[src/rtl/control_unit_pkg.sv]
// control_unit_pkg -- shared types for the control unit slice.
//   op_code         : 9-bit instruction word, opclass in bits [8:6]
//   BYTE            : 8-bit memory byte
//   PROGRAM_COUNTER : 16-bit program counter (two BYTEs)
//   OPC_*           : opclass encodings
//   ctrl_state_t    : control FSM states
package control_unit_pkg;

  typedef logic [8:0]  op_code;
  typedef logic [7:0]  BYTE;
  typedef logic [15:0] PROGRAM_COUNTER;

  localparam logic [2:0] OPC_NOP  = 3'b000;
  localparam logic [2:0] OPC_ALU  = 3'b001;
  localparam logic [2:0] OPC_PTR  = 3'b010;
  localparam logic [2:0] OPC_IO   = 3'b011;
  localparam logic [2:0] OPC_JUMP = 3'b100;
  localparam logic [2:0] OPC_CALL = 3'b101;
  localparam logic [2:0] OPC_BRZ  = 3'b110;
  localparam logic [2:0] OPC_HALT = 3'b111;

  localparam logic [15:0] STALL_MAX = 16'hFFFF;

  typedef enum logic [2:0] {
    RUN,
    STORE_LO,
    STORE_HI,
    LOAD_LO,
    LOAD_HI,
    REDIRECT,
    HALTED
  } ctrl_state_t;

endpackage

[src/rtl/control_unit_op_decoder.sv]
// op_decoder -- combinational instruction classification.
//   instruction : op_code, fetched instruction
//   opclass     : instruction[8:6]
//   is_exec     : ALU/PTR/IO, issued to the datapath
//   is_redirect : JUMP or BRZ, i.e. a candidate PC redirect (BRZ still
//                 needs zero_flag, qualified by the caller)
module op_decoder
  import control_unit_pkg::*;
(
  input  op_code     instruction,
  output logic [2:0] opclass,
  output logic       is_exec,
  output logic       is_redirect
);

  // Operand bits are not needed for classification.
  logic unused_bits;
  assign unused_bits = ^instruction[5:0];

  always_comb begin
    opclass     = instruction[8:6];
    is_exec     = 1'b0;
    is_redirect = 1'b0;
    case (instruction[8:6])
      OPC_ALU, OPC_PTR, OPC_IO: is_exec     = 1'b1;
      OPC_JUMP, OPC_BRZ:        is_redirect = 1'b1;
      default: ;
    endcase
  end

endmodule

[src/rtl/control_unit.sv]
// control_unit -- sequencing FSM between fetch, PC loader/storer and datapath.
//   clk, reset   : single clock, synchronous active-high reset
//   instruction  : op_code from fetch (already bubble-muxed)
//   zero_flag    : current data cell == 0
//   pc_src       : fetch takes loaded PC on next edge (REDIRECT only)
//   pc_hold      : fetch PC not advanced this cycle
//   bubble       : fetch presents NOP
//   pc_load      : loader captures a mem_out byte
//   pc_store     : storer drives a PC byte onto mem_in
//   exec_valid   : exec_op is issued to the datapath
//   exec_op      : issued instruction
//   halted       : sticky halt indicator
//   stall_cycles : (only with CONTROL_UNIT_STALL_COUNT_EN) saturating
//                  count of cycles with pc_hold=1
module control_unit
  import control_unit_pkg::*;
(
  input  logic   clk,
  input  logic   reset,
  input  op_code instruction,
  input  logic   zero_flag,
  output logic   pc_src,
  output logic   pc_hold,
  output logic   bubble,
  output logic   pc_load,
  output logic   pc_store,
  output logic   exec_valid,
  output op_code exec_op,
`ifdef CONTROL_UNIT_STALL_COUNT_EN
  output logic   halted,
  output logic [15:0] stall_cycles
`else
  output logic   halted
`endif
);

  ctrl_state_t state;
  logic [2:0]  opclass;
  logic        is_exec;
  logic        is_redirect;
  logic        take_redirect;

  op_decoder u_dec (
    .instruction (instruction),
    .opclass     (opclass),
    .is_exec     (is_exec),
    .is_redirect (is_redirect)
  );

  // BRZ redirects only when the current cell is zero.
  assign take_redirect = is_redirect && ((opclass == OPC_JUMP) || zero_flag);

  always_ff @(posedge clk) begin
    if (reset) begin
      state <= RUN;
    end else begin
      case (state)
        RUN: begin
          if (take_redirect)             state <= LOAD_LO;
          else if (opclass == OPC_CALL)  state <= STORE_LO;
          else if (opclass == OPC_HALT)  state <= HALTED;
          else                           state <= RUN;
        end
        LOAD_LO:  state <= LOAD_HI;
        LOAD_HI:  state <= REDIRECT;
        REDIRECT: state <= RUN;
        STORE_LO: state <= STORE_HI;
        STORE_HI: state <= RUN;
        HALTED:   state <= HALTED;
        default:  state <= RUN;
      endcase
    end
  end

  // Outputs are gated by reset so a reset landing mid-sequence shows
  // all-zero outputs in that same cycle.
  always_comb begin
    pc_src     = 1'b0;
    pc_hold    = 1'b0;
    bubble     = 1'b0;
    pc_load    = 1'b0;
    pc_store   = 1'b0;
    exec_valid = 1'b0;
    exec_op    = '0;
    halted     = 1'b0;
    if (!reset) begin
      case (state)
        RUN: begin
          if (is_exec) begin
            exec_valid = 1'b1;
            exec_op    = instruction;
          end
        end
        LOAD_LO, LOAD_HI: begin
          pc_load = 1'b1;
          pc_hold = 1'b1;
          bubble  = 1'b1;
        end
        REDIRECT: begin
          pc_src = 1'b1;
          bubble = 1'b1;
        end
        STORE_LO, STORE_HI: begin
          pc_store = 1'b1;
          pc_hold  = 1'b1;
          bubble   = 1'b1;
        end
        HALTED: begin
          halted  = 1'b1;
          pc_hold = 1'b1;
          bubble  = 1'b1;
        end
        default: ;
      endcase
    end
  end

`ifdef CONTROL_UNIT_STALL_COUNT_EN
  always_ff @(posedge clk) begin
    if (reset)
      stall_cycles <= '0;
    else if (pc_hold && (stall_cycles != STALL_MAX))
      stall_cycles <= stall_cycles + 16'd1;
  end
`endif

endmodule

[config.mk]
export PLATFORM = sky130hd
export DESIGN_NAME = control_unit
export DESIGN_NICKNAME = d
export VERILOG_FILES = /design/src/rtl/control_unit_pkg.sv /design/src/rtl/control_unit_op_decoder.sv /design/src/rtl/control_unit.sv
export SDC_FILE = /design/constraint.sdc
export NUM_CORES = 1
export LEC_CHECK = 0
export BUFFER_PORTS_ARGS = -buffer_cell sky130_fd_sc_hd__clkbuf_2
export CORE_UTILIZATION = 30
export CTS_CLUSTER_SIZE = 25
export DETAILED_ROUTE_END_ITERATION = 10
export PLACE_DENSITY = 0.71
export SYNTH_ARGS = -nofsm -noshare
export SYNTH_HDL_FRONTEND = slang
export SYNTH_HIERARCHICAL = 1
export SYNTH_SLANG_ARGS = --single-unit
[constraint.sdc]
create_clock -name clk -period 1.5 [get_ports clk]
set_input_delay 0.225 -clock clk [delete_from_list [all_inputs] [get_ports clk]]
set_output_delay 0.225 -clock clk [all_outputs]
set_load 0.02 [all_outputs]
==> After elaboration in Yosys (flattened, before gate mapping) <==
Cells that the tools add are included.
{ "totals": {"regBits": 3, "latchBits": 0, "ram_bits": 0, "romBits": 0, "inputBits": 12, "out_inout_bits": 16, "wordCells": 47, "memories": 0} }
{ "op_classes": {"n_addsub": 0, "mul": 0, "div": 0, "magnitude_cmp": 0, "n_eq_ne": 13, "shifts": 0, "n_mux": 24, "bitwise": 0, "n_reduce_logical": 9} }
{ "ops": {"columns": ["cell", "n"], "rows": [
  ["$mux W9", 3],
  ["$eq A3 B3 Y1 const B", 7],
  ["$mux W1", 17],
  ["$pmux W3 S5", 1],
  ["$eq A3 B2 Y1 const B", 4],
  ["$mux W3", 3],
  ["$eq A3 B1 Y1 const B", 2],
  ["$reduce_or A2 Y1", 3],
  ["$reduce_or A6 Y1", 1],
  ["$reduce_or A5 Y1", 1],
  ["$logic_not A3 Y1", 1],
  ["$reduce_or A3 Y1", 1],
  ["$logic_and A1 B1 Y1", 1],
  ["$logic_or A1 B1 Y1", 1]
]} }

==> Longest topological paths before layout <==
Gate-level depths: netlist of the first run.
{ "logic_depth": {"depth_word": 6, "mapped_depth": 6} }

==> By module <==
The synthesis of the first run kept the hierarchy.
{ "modules_own_cells": {"columns": ["mod", "instances", "cells_per_inst", "area_per_inst_um2", "seq_area_each_um2"], "rows": [
  ["control_unit", 1, 53, 407.9, 60.1],
  ["op_decoder", 1, 5, 41.3, 0.0]
]} }

==> Worst setup path before layout of the first run <==
OpenSTA, ideal clock, no wires.
{ "synth_timing": {"path_kind": "flip-flop to output port", "startpoint": "register state[0]", "endpoint": "output port exec_op[0]", "arrival_time_ps": 1327, "required_ps": 1275, "slack_ps": -52, "stages_incl_launch_ff": 7, "n_path_buf": 1, "path_cell_list": "dfxtp_1 -> inv_1 -> ha_1 -> nor2b_2 -> and3b_1 -> buf_6 -> and2_4"} }
{ "synth_between": {"elab_chain_len": 3} }
{ "synth_lines": {"columns": ["item", "line", "rtl"], "rows": [
  ["from (decl)", "control_unit.sv:37", "ctrl_state_t state;"],
  ["from (signal assigned)", "control_unit.sv:55", "state <= RUN;"],
  ["from (signal assigned)", "control_unit.sv:59", "if (take_redirect) state <= LOAD_LO;"],
  ["from (signal assigned)", "control_unit.sv:60", "else if (opclass == OPC_CALL) state <= STORE_LO;"],
  ["$logic_not A3 Y1", "control_unit.sv:87", "case (state)"],
  ["$mux W9", "control_unit.sv:87", null],
  ["$mux W9", "control_unit.sv:86", "if (!reset) begin"],
  ["to (decl)", "control_unit.sv:28", "output op_code exec_op,"]
]} }
No other way between the ends.

==> Worst setup path after layout of the first run <==
{ "layout_timing": {"startpoint": "register state[1]", "endpoint": "output port exec_op[2]"} }
Same word-level chain as after synthesis.

==> impl_metrics.py, run 1 <==
metrics = {
    "worst_setup_path": {
        "max_stage_delay_ps": 330,
        "crit_type": "reg -> out",
        "worst_setup_path_end_kind": "output pin",
        "cp_cell_sequence": "inv_2, ha_4, nor2b_4, and3b_2, and2_4, buf_8",
        "arrival_ps": 1450,
        "slowest_stage": "dfxtp_2",
        "r2r_end": "state[2]",
        "r2r_slack_ps": 100,
        "cp-endpoint": "exec_op[2]",
        "startpoint_type": "flip-flop",
        "timing.rr.start": "state[1]",
        "rr_worst_depth": 5,
        "cp.required_ps": 1270,
        "crit_start": "state[1]",
        "critPathMaxFanout": 5,
    },
    "job": {
        "maxCapViolCount": 0,
    },
    "global_routing": {
        "grt_pass1_vias": 459,
        "antenna_found_initial": 0,
        "grt_util_met3_pct": 3.26,
        "busiest_layer": "met2",
        "grt_max_degree": 10,
        "met1_usage_pct": 20.2,
        "track_usage_pct": 18.0,
        "grt_pass1_wl_um": 1900,
        "overflow": 0,
        "met2_usage_pct": 32.9,
    },
    "clock_network": {
        "root_buffer": "clkbuf_4",
        "cts_tree": "yes",
        "clock-sinks": 3,
        "h-tree-depth": 1,
        "clock_path_buffers": 2,
        "clock_latency_ps": 240,
        "cts_inserted_buffers": 3,
        "cts_hold_buf": 0,
        "path_clk_slew_ps": 40,
    },
    "floorplan": {
        "io_pins": 28,
        "die_area_um2": 1660,
        "core_um2": 1350,
        "die_width_um": 40.7,
        "fp-row-count": 13,
        "die_y_um": 40.7,
        "start_util_pct": 33.3,
    },
    "synthesis": {
        "synth_commonest_cells": "and2_4 (9), nand2_1 (5), a21oi_1 (4), ha_1 (4), inv_1 (4)",
        "yosysTopAreaCellShare_pct": 17.5,
        "avgSynthCellArea_um2": 7.74,
        "synth_cell_types": 26,
        "yosysTopAreaCell": "and2_4",
        "syn_area_um2": 449,
        "ys_ff_latch": 3,
        "postSynthNetCount": 74,
        "ys_async_sr_fraction_pct": 0,
        "ys.flop_type": "dfxtp_1",
        "netlist_instances": 58,
        "synth_edf_count": 0,
        "synth-seq-area-share_pct": 13.4,
        "yosys-top-cells-area": "and2_4 (18%), dfxtp_1 (13%), ha_1 (11%)",
        "yosysMostFrequentCell": "and2_4",
        "yosysWarnings": 6,
    },
    "finish": {
        "layout-drive-gt1-share_pct": 71.9,
        "largest_register_ffs": 3,
        "finalNetCount": 113,
        "reg_top3": "state: 3 flops",
        "num_antenna_cells": 0,
        "utilization_pct": 64.8,
        "area_delta_synth_final_pct": 94.7,
        "nFillCells": 108,
        "top_register": "state",
    },
    "timing": {
        "fin_crit_sh_pct": 111,
        "worst_slew_pin_slew_ps": 288,
        "rsz0062_at_grt": "yes",
        "fmax_mhz": 598,
        "setup_violations": 13,
        "slew_headroom_pct": 80.6,
        "hold_viol": 0,
        "min_period_ps": 1670,
        "worst_slack_ps": -171,
        "drv_slew": 0,
        "skew_ps": 0.408,
    },
    "outcome": {
        "violations": "setup timing",
        "status": "complete, but fails checks",
    },
    "placement": {
        "port-buffer-count": 27,
        "post-dp-hpwl_um": 905,
        "routabilityCongestion": 0.827,
        "post-place-ws_ps": -146,
    },
    "detailed_routing": {
        "drt-pass1-iter-count": 2,
        "drt_iter0_drc": 16,
        "wl_per_cell_um": 13.6,
        "drc": 0,
        "totalWireLength_um": 1520,
        "viasPerCell": 4.86,
        "ant_nets": 0,
        "vias": 540,
    },
    "power_and_ir_drop": {
        "leakagePower_uw": 0.000407,
        "irDropWorstVdd_uv": 337,
        "powerDensity_nw_per_um2": 694,
    },
    "hold_path": {
        "hold_class": "in -> reg",
        "hold_depth": 3,
    },
}
==> critical path: cells and delay by family, from the launching register on <==
| family | cells | cell delay (ps) |
|---|---|---|
| adder cells (fa/ha/maj) | 1 | 150 |
| AND/OR/NAND/NOR | 3 | 540 |
| flip-flops | 1 | 330 |
| buffers and inverters | 2 | 170 |
==> cells in the final DEF (no fill, tap or decap), types with 2 or more instances in the layout <==
cell / Yosys / final
buf_6: 1 / 2
and2_4: 9 / 9
buf_8: 0 / 9
a311oi_1: 2 / 2
buf_4: 3 / 13
buf_2: 1 / 2
nand2_1: 5 / 3
inv_2: 0 / 3
dfxtp_2: 0 / 2
o21ai_0: 3 / 3
or2b_1: 2 / 2
clkbuf_2: 0 / 11
a21oi_2: 0 / 2
a21oi_1: 4 / 2
ha_4: 0 / 4
clkbuf_4: 0 / 4
and3b_2: 0 / 2
nor3b_1: 3 / 2
==> per-layer routing <==
layer  vias to the layer above  share of wire [%]
li1                        275                  -
met1                       248                 38
met2                        14                 57
met3                         3                2.8
met4                         0                1.5
met5                         -                  0
==> power by group <==
| group | total, uW | leakage [uW] | switching [uW] | internal, uW |
|---|---|---|---|---|
| Sequential | 96.1 | 0.0000253 | 6.45 | 89.6 |
| Combinational | 358 | 0.000367 | 167 | 191 |
| Clock | 153 | 0.0000150 | 52.3 | 100 |
==> repair_timing <==
action,in CTS,in global routing
buffers inserted,4,1
setup endpoints to repair,16,16
pin swaps,13,12
cloned,1,0
hold endpoints to repair,0,0
resized for setup,36,23
==> area by class of cell <==
cell class / count / area [um2] / share of cell area [%]
multi-input cells: 47 / 424 / 48.5
well taps: 15 / 18.8 / 2.15
inverters: 4 / 15.0 / 1.72
clock buffers: 4 / 26.3 / 3.00
repair buffers: 38 / 328 / 37.5
flip-flops and latches: 3 / 62.6 / 7.15
==> through the flow <==
step           hold slack (ps)  instance area (um2)  total power (uW)  TNS, ps  cells
2_1_floorplan              441                  453               250        0     58
3_3_place_gp               574                  636               336     -715    104
3_5_place_dp               575                  636               341    -1290    104
4_1_cts                    339                  826               561    -1270    110
5_1_grt                    368                  875               631    -2180    111
6_report                   354                  875               607    -1620    111
==> cell families after synthesis <==
logic type                 synth area share [%]
DFF                                        13.4
AOI/OAI and AO/OA                          18.4
buffers and inverters                      12.0
and+or+nand+nor                            45.1
adders and majority gates                  11.1
==> worst min-delay path by stage <==
| stage | from | end | slack (ps) |
|---|---|---|---|
| after floorplan | zero_flag | state[0] | 440 |
| after detailed placement | reset | state[1] | 570 |
| after global placement | reset | state[2] | 570 |
| after global routing | zero_flag | state[0] | 370 |
| final | reset | state[1] | 350 |
| after CTS | reset | state[1] | 340 |
Note: power is estimated with default switching activity, not from simulation.
==> inputs of run 2 (changes only) <==
--- a/config.mk
+++ b/config.mk
@@ -6,10 +6,12 @@
 export NUM_CORES = 1
 export LEC_CHECK = 0
 export BUFFER_PORTS_ARGS = -buffer_cell sky130_fd_sc_hd__clkbuf_2
-export CORE_UTILIZATION = 30
+export CORE_AREA = 2 2 39 41
 export CTS_CLUSTER_SIZE = 25
 export DETAILED_ROUTE_END_ITERATION = 10
-export PLACE_DENSITY = 0.71
+export DIE_AREA = 0 0 41 43
+export PLACE_DENSITY = 0.77
+export SETUP_SLACK_MARGIN = 0.02
 export SYNTH_ARGS = -nofsm -noshare
 export SYNTH_HDL_FRONTEND = slang
 export SYNTH_HIERARCHICAL = 1
==> impl_metrics.py, run 2 (synthesis results as in run 1) <==
metrics = {
    "outcome": {
        "status": "complete, but fails checks",
        "violations": "setup timing",
    },
    "placement": {
        "routabilityCongestion": 0.751,
        "port-buffer-count": 27,
        "placedInstanceArea_um2": 649,
        "post-dp-hpwl_um": 1000,
    },
    "hold_path": {
        "hold_class": "in -> reg",
    },
    "finish": {
        "nFillCells": 110,
        "stdcell_area_um2": 923,
        "top_register": "state",
        "layout_common_cells": "buf_4 (13), clkbuf_2 (11), and2_4 (9), buf_8 (9)",
        "multi_input_area_um2": 449,
        "reg_top3": "state: 3 flops",
        "final_common_cell": "buf_4",
        "finalNetCount": 113,
        "final-seq-area_um2": 62.6,
        "area_delta_synth_final_pct": 106,
        "utilization_pct": 66.7,
        "layout-drive-gt1-share_pct": 75.0,
        "largest_register_ffs": 3,
        "num_antenna_cells": 0,
    },
    "timing": {
        "min_period_ps": 1730,
        "drv_slew": 0,
        "worst_slack_ps": -231,
        "fmax_mhz": 578,
        "skew_ps": 7.21,
        "setup_violations": 10,
        "hold_viol": 0,
        "fin_crit_sh_pct": 115,
        "rsz0062_at_grt": "yes",
        "slew_headroom_pct": 81.6,
        "worst_slew_pin_slew_ps": 274,
    },
    "job": {
        "maxCapViolCount": 0,
    },
    "worst_setup_path": {
        "worst_setup_path_end_kind": "output pin",
        "critPathMaxFanout": 5,
        "cp.required_ps": 1270,
        "max_stage_delay_ps": 330,
        "arrival_ps": 1510,
        "startpoint_type": "flip-flop",
        "cp_cell_sequence": "inv_2, ha_4, nor2b_4, and3b_2, buf_6, and2_4, buf_8",
        "slowest_stage": "dfxtp_2",
        "crit_type": "reg -> out",
    },
    "power_and_ir_drop": {
        "combPwrFrac_pct": 58.1,
        "clock_power_share_pct": 25.9,
        "irDropWorstVdd_uv": 528,
        "leakagePower_uw": 0.000424,
        "power_frac_seq_pct": 15.9,
        "p_int_uw": 378,
        "powerDensity_nw_per_um2": 656,
        "p_switching_uw": 228,
        "p_sw_share_pct": 37.7,
    },
    "floorplan": {
        "die_y_um": 43,
        "io_pins": 28,
        "core_um2": 1380,
        "die_width_um": 41,
        "start_util_pct": 32.5,
        "fp-row-count": 14,
        "die_area_um2": 1760,
    },
    "detailed_routing": {
        "drt_iter0_drc": 3,
        "drt-pass1-iter-count": 3,
        "totalWireLength_um": 1430,
        "ant_nets": 0,
        "drc": 0,
        "viasPerCell": 4.91,
        "wl_per_cell_um": 12.8,
        "vias": 550,
    },
    "clock_network": {
        "root_buffer": "clkbuf_4",
        "path_clk_slew_ps": 40,
        "cts_hold_buf": 0,
        "clock-sinks": 3,
        "clock_path_buffers": 2,
        "clock_latency_ps": 250,
        "h-tree-depth": 1,
        "cts_inserted_buffers": 3,
        "cts_tree": "yes",
    },
    "global_routing": {
        "grt_pass1_wl_um": 2010,
        "antenna_found_initial": 0,
        "overflow": 0,
        "grt_pass1_vias": 501,
        "grt_max_degree": 10,
        "track_usage_pct": 17.0,
    },
}
run 2: cell types whose count changed in the layout (fill, tap and decap cells not counted), sizes merged:
cell,before,now
and3b,3,2
clkbuf,16,17
run 2: layer usage:
| metal | vias to the layer above | wire (um) | global-route usage, % |
|---|---|---|---|
| li1 | 277 | - | - |
| met1 | 240 | 538 | 18.5 |
| met2 | 31 | 715 | 30.3 |
| met3 | 2 | 149 | 1.57 |
| met4 | 0 | 25 | 8.00 |
| met5 | - | 0 | 0 |
run 2: area by class of cell:
cell class | count | area share (%)
timing repair buffer | 39 | 37.7
sequential | 3 | 6.78
inverter | 4 | 1.90
clock buffer | 4 | 2.85
tap | 16 | 2.17
multi-input combinational | 46 | 48.6
run 2: power by group through the flow:
stage	Sequential, uW	Combinational (uW)	Clock (uW)
after global placement	94.4	242	0
after floorplan	99.1	156	0
final	96.5	352	157
after CTS	95.5	319	159
after detailed placement	95.7	246	0
after global routing	96.5	381	161
run 2: worst max-delay path: cells and delay by family, from the launching register on:
kind / cells / cell delay (ps)
fa+ha+maj: 1 / 150
buf+inv: 3 / 300
simple gates: 3 / 480
flops: 1 / 330
run 2: worst paths after layout:
kind / start / end / slack (ps) / depth (start not counted)
setup / recovery: state[1] / exec_op[3] / -230 / 7
hold / removal: zero_flag / state[2] / 360 / 4
setup reg to reg: state[1] / state[1] / 90 / 6
hold reg to reg: state[2] / state[0] / 720 / 3
run 2: what timing repair did:
item / in CTS / in global routing
gates cloned: 1 / 0
setup endpoints to repair: 16 / 18
buffers inserted: 4 / 4
gates resized for setup: 42 / 21
pin swaps: 12 / 4
run 2: per-stage QoR:
stage                     hold slack (ps)  std cells  setup TNS (ps)  power [uW]  setup slack (ps)
final                                 359        112           -2160         606              -231
after global routing                  393        112           -2550         639              -261
after detailed placement              586        106            -399         341             -50.1
after CTS                             338        112           -2280         573              -233
after floorplan                       441         58               0         256              40.1
after global placement                571        106           -58.0         336             -11.7
==> inputs of run 3 (changes only) <==
==> constraint.sdc (replaced) <==
create_clock -name clk -period 1.5 [get_ports clk]
set_input_delay 0.225 -clock clk [delete_from_list [all_inputs] [get_ports clk]]
set_output_delay 0.225 -clock clk [all_outputs]
set_load 0.05 [all_outputs]
==> impl_metrics.py, run 3 (synthesis results as in run 1) <==
metrics = {
    "clock_network": {
        "cts_inserted_buffers": 3,
        "clock_path_buffers": 2,
        "clock-sinks": 3,
        "cts_hold_buf": 0,
        "path_clk_slew_ps": 40,
        "h-tree-depth": 1,
        "root_buffer": "clkbuf_4",
        "clock_latency_ps": 250,
        "cts_tree": "yes",
    },
    "worst_setup_path": {
        "arrival_ps": 1560,
        "critPathMaxFanout": 5,
        "cp_cell_sequence": "inv_2, ha_4, nor2b_4, and3b_2, and2_4, clkbuf_16",
        "rr_worst_depth": 9,
        "slowest_stage": "dfxtp_2",
        "worst_setup_path_end_kind": "output pin",
        "crit_family": "simple AND/OR/NAND/NOR gates",
        "crit_type": "reg -> out",
        "timing.rr.start": "state[0]",
        "r2r_slack_ps": -110,
        "cp.required_ps": 1270,
        "crit_buf_inv": 2,
        "startpoint_type": "flip-flop",
        "max_stage_delay_ps": 320,
        "r2r_end": "state[1]",
    },
    "timing": {
        "fin_setup_tns_ps": -3530,
        "fmax_mhz": 559,
        "min_period_ps": 1790,
        "slew_headroom_pct": 82.9,
        "hold_viol": 0,
        "fin_crit_sh_pct": 119,
        "worst_slew_pin_slew_ps": 254,
        "setup_violations": 18,
        "worst_slack_ps": -288,
        "skew_ps": 0.908,
        "rsz0062_at_grt": "yes",
        "drv_slew": 0,
    },
    "outcome": {
        "status": "complete, but fails checks",
        "violations": "setup timing",
    },
    "power_and_ir_drop": {
        "powerDensity_nw_per_um2": 699,
        "irDropWorstVdd_uv": 403,
        "power_frac_seq_pct": 12.3,
        "finalPower_uw": 786,
        "p_switching_uw": 344,
        "clock_power_share_pct": 20.6,
        "combPwrFrac_pct": 67.1,
        "leakagePower_uw": 0.000499,
        "p_int_uw": 443,
        "p_sw_share_pct": 43.7,
    },
    "hold_path": {
        "hp-start": "zero_flag",
        "hold_end": "state[2]",
        "hold_depth": 4,
        "hold_class": "in -> reg",
    },
    "floorplan": {
        "start_util_pct": 32.5,
        "die_area_um2": 1760,
        "die_width_um": 41,
        "core_um2": 1380,
        "die_y_um": 43,
        "io_pins": 28,
        "fp-row-count": 14,
    },
    "finish": {
        "area_delta_synth_final_pct": 150,
        "layout_common_cells": "buf_4 (12), clkbuf_2 (11), and2_4 (9), clkbuf_16 (9), buf_8 (5)",
        "nFillCells": 72,
        "final_cells": 116,
        "finalNetCount": 117,
        "reg_top3": "state: 3 flops",
        "top_register": "state",
        "num_antenna_cells": 0,
        "final_common_cell": "buf_4",
        "layout-drive-gt1-share_pct": 80.0,
        "largest_register_ffs": 3,
    },
    "job": {
        "maxCapViolCount": 0,
    },
    "detailed_routing": {
        "drc": 0,
        "viasPerCell": 5.24,
        "drt-pass1-iter-count": 4,
        "vias": 608,
        "wl_per_cell_um": 19.7,
        "drt_iter0_drc": 13,
        "totalWireLength_um": 2290,
        "ant_nets": 0,
    },
    "placement": {
        "post-dp-hpwl_um": 984,
        "post-place-ws_ps": -223,
        "placed_cells": 106,
        "routabilityCongestion": 0.770,
        "port-buffer-count": 27,
    },
    "global_routing": {
        "grt_max_degree": 10,
        "antenna_found_initial": 0,
        "track_usage_pct": 26.2,
        "grt_pass1_vias": 604,
        "grt_pass1_wl_um": 2980,
        "overflow": 0,
    },
}
run 3: final cells by class:
class,instances,area [um2],share of cell area (%)
Inverter,4,17.5,1.56
Clock buffer,4,26.3,2.34
Tap cell,16,20.0,1.78
Multi-Input combinational cell,47,494,43.9
Sequential cell,3,62.6,5.56
Timing Repair Buffer,42,504,44.8
run 3: power groups by stage:
stage | sequential, uW | clock [uW] | combinational (uW)
after CTS | 95.3 | 154 | 452
after global routing | 96.8 | 168 | 545
after detailed placement | 96.9 | 0 | 321
after global placement | 96.5 | 0 | 314
after floorplan | 101 | 0 | 231
final | 97.0 | 162 | 527
run 3: how the worst max path moves through the flow:
stage	start	end	slack [ps]	cells past startpoint
global placement	state[1]	exec_op[0]	-160	6
floorplan	state[2]	pc_load	-150	3
finish	state[1]	exec_op[4]	-290	6
detailed placement	state[1]	exec_op[8]	-220	6
global route	state[1]	exec_op[1]	-320	6
CTS	state[1]	exec_op[5]	-180	6
run 3: through the flow:
step	area (um2)	hold WS [ps]	utilization, %
detailed placement	682	591	49.3
finish	1120	345	81.3
global placement	682	589	49.3
floorplan	490	441	-
global route	1120	389	81.3
CTS	1060	345	76.8
run 3: per-layer routing:
layer | GRT usage [%] | wire, um | vias up | share of wire [%]
li1 | - | - | 285 | -
met1 | 30.2 | 978 | 299 | 43
met2 | 44.4 | 1170 | 13 | 51
met3 | 4.71 | 64 | 11 | 2.8
met4 | 10.7 | 70 | 0 | 3.1
met5 | 0 | 0 | - | 0
run 3: repair_timing:
| action | CTS | global route |
|---|---|---|
| resized for setup | 61 | 17 |
| setup endpoints to repair | 16 | 18 |
| hold endpoints to repair | 0 | 0 |
| pin swaps | 16 | 11 |
| buffers inserted | 4 | 7 |
| gates cloned | 1 | 0 |
run 3: worst reg2reg max path, cell delays in order, from the launching register on:
cell and delay (ps):
dfxtp_2 330, inv_2 60, buf_4 130, buf_6 100
buf_6 110, ha_4 170, buf_6 120, or2b_1 240
a21oi_2 160, a311oi_1 60
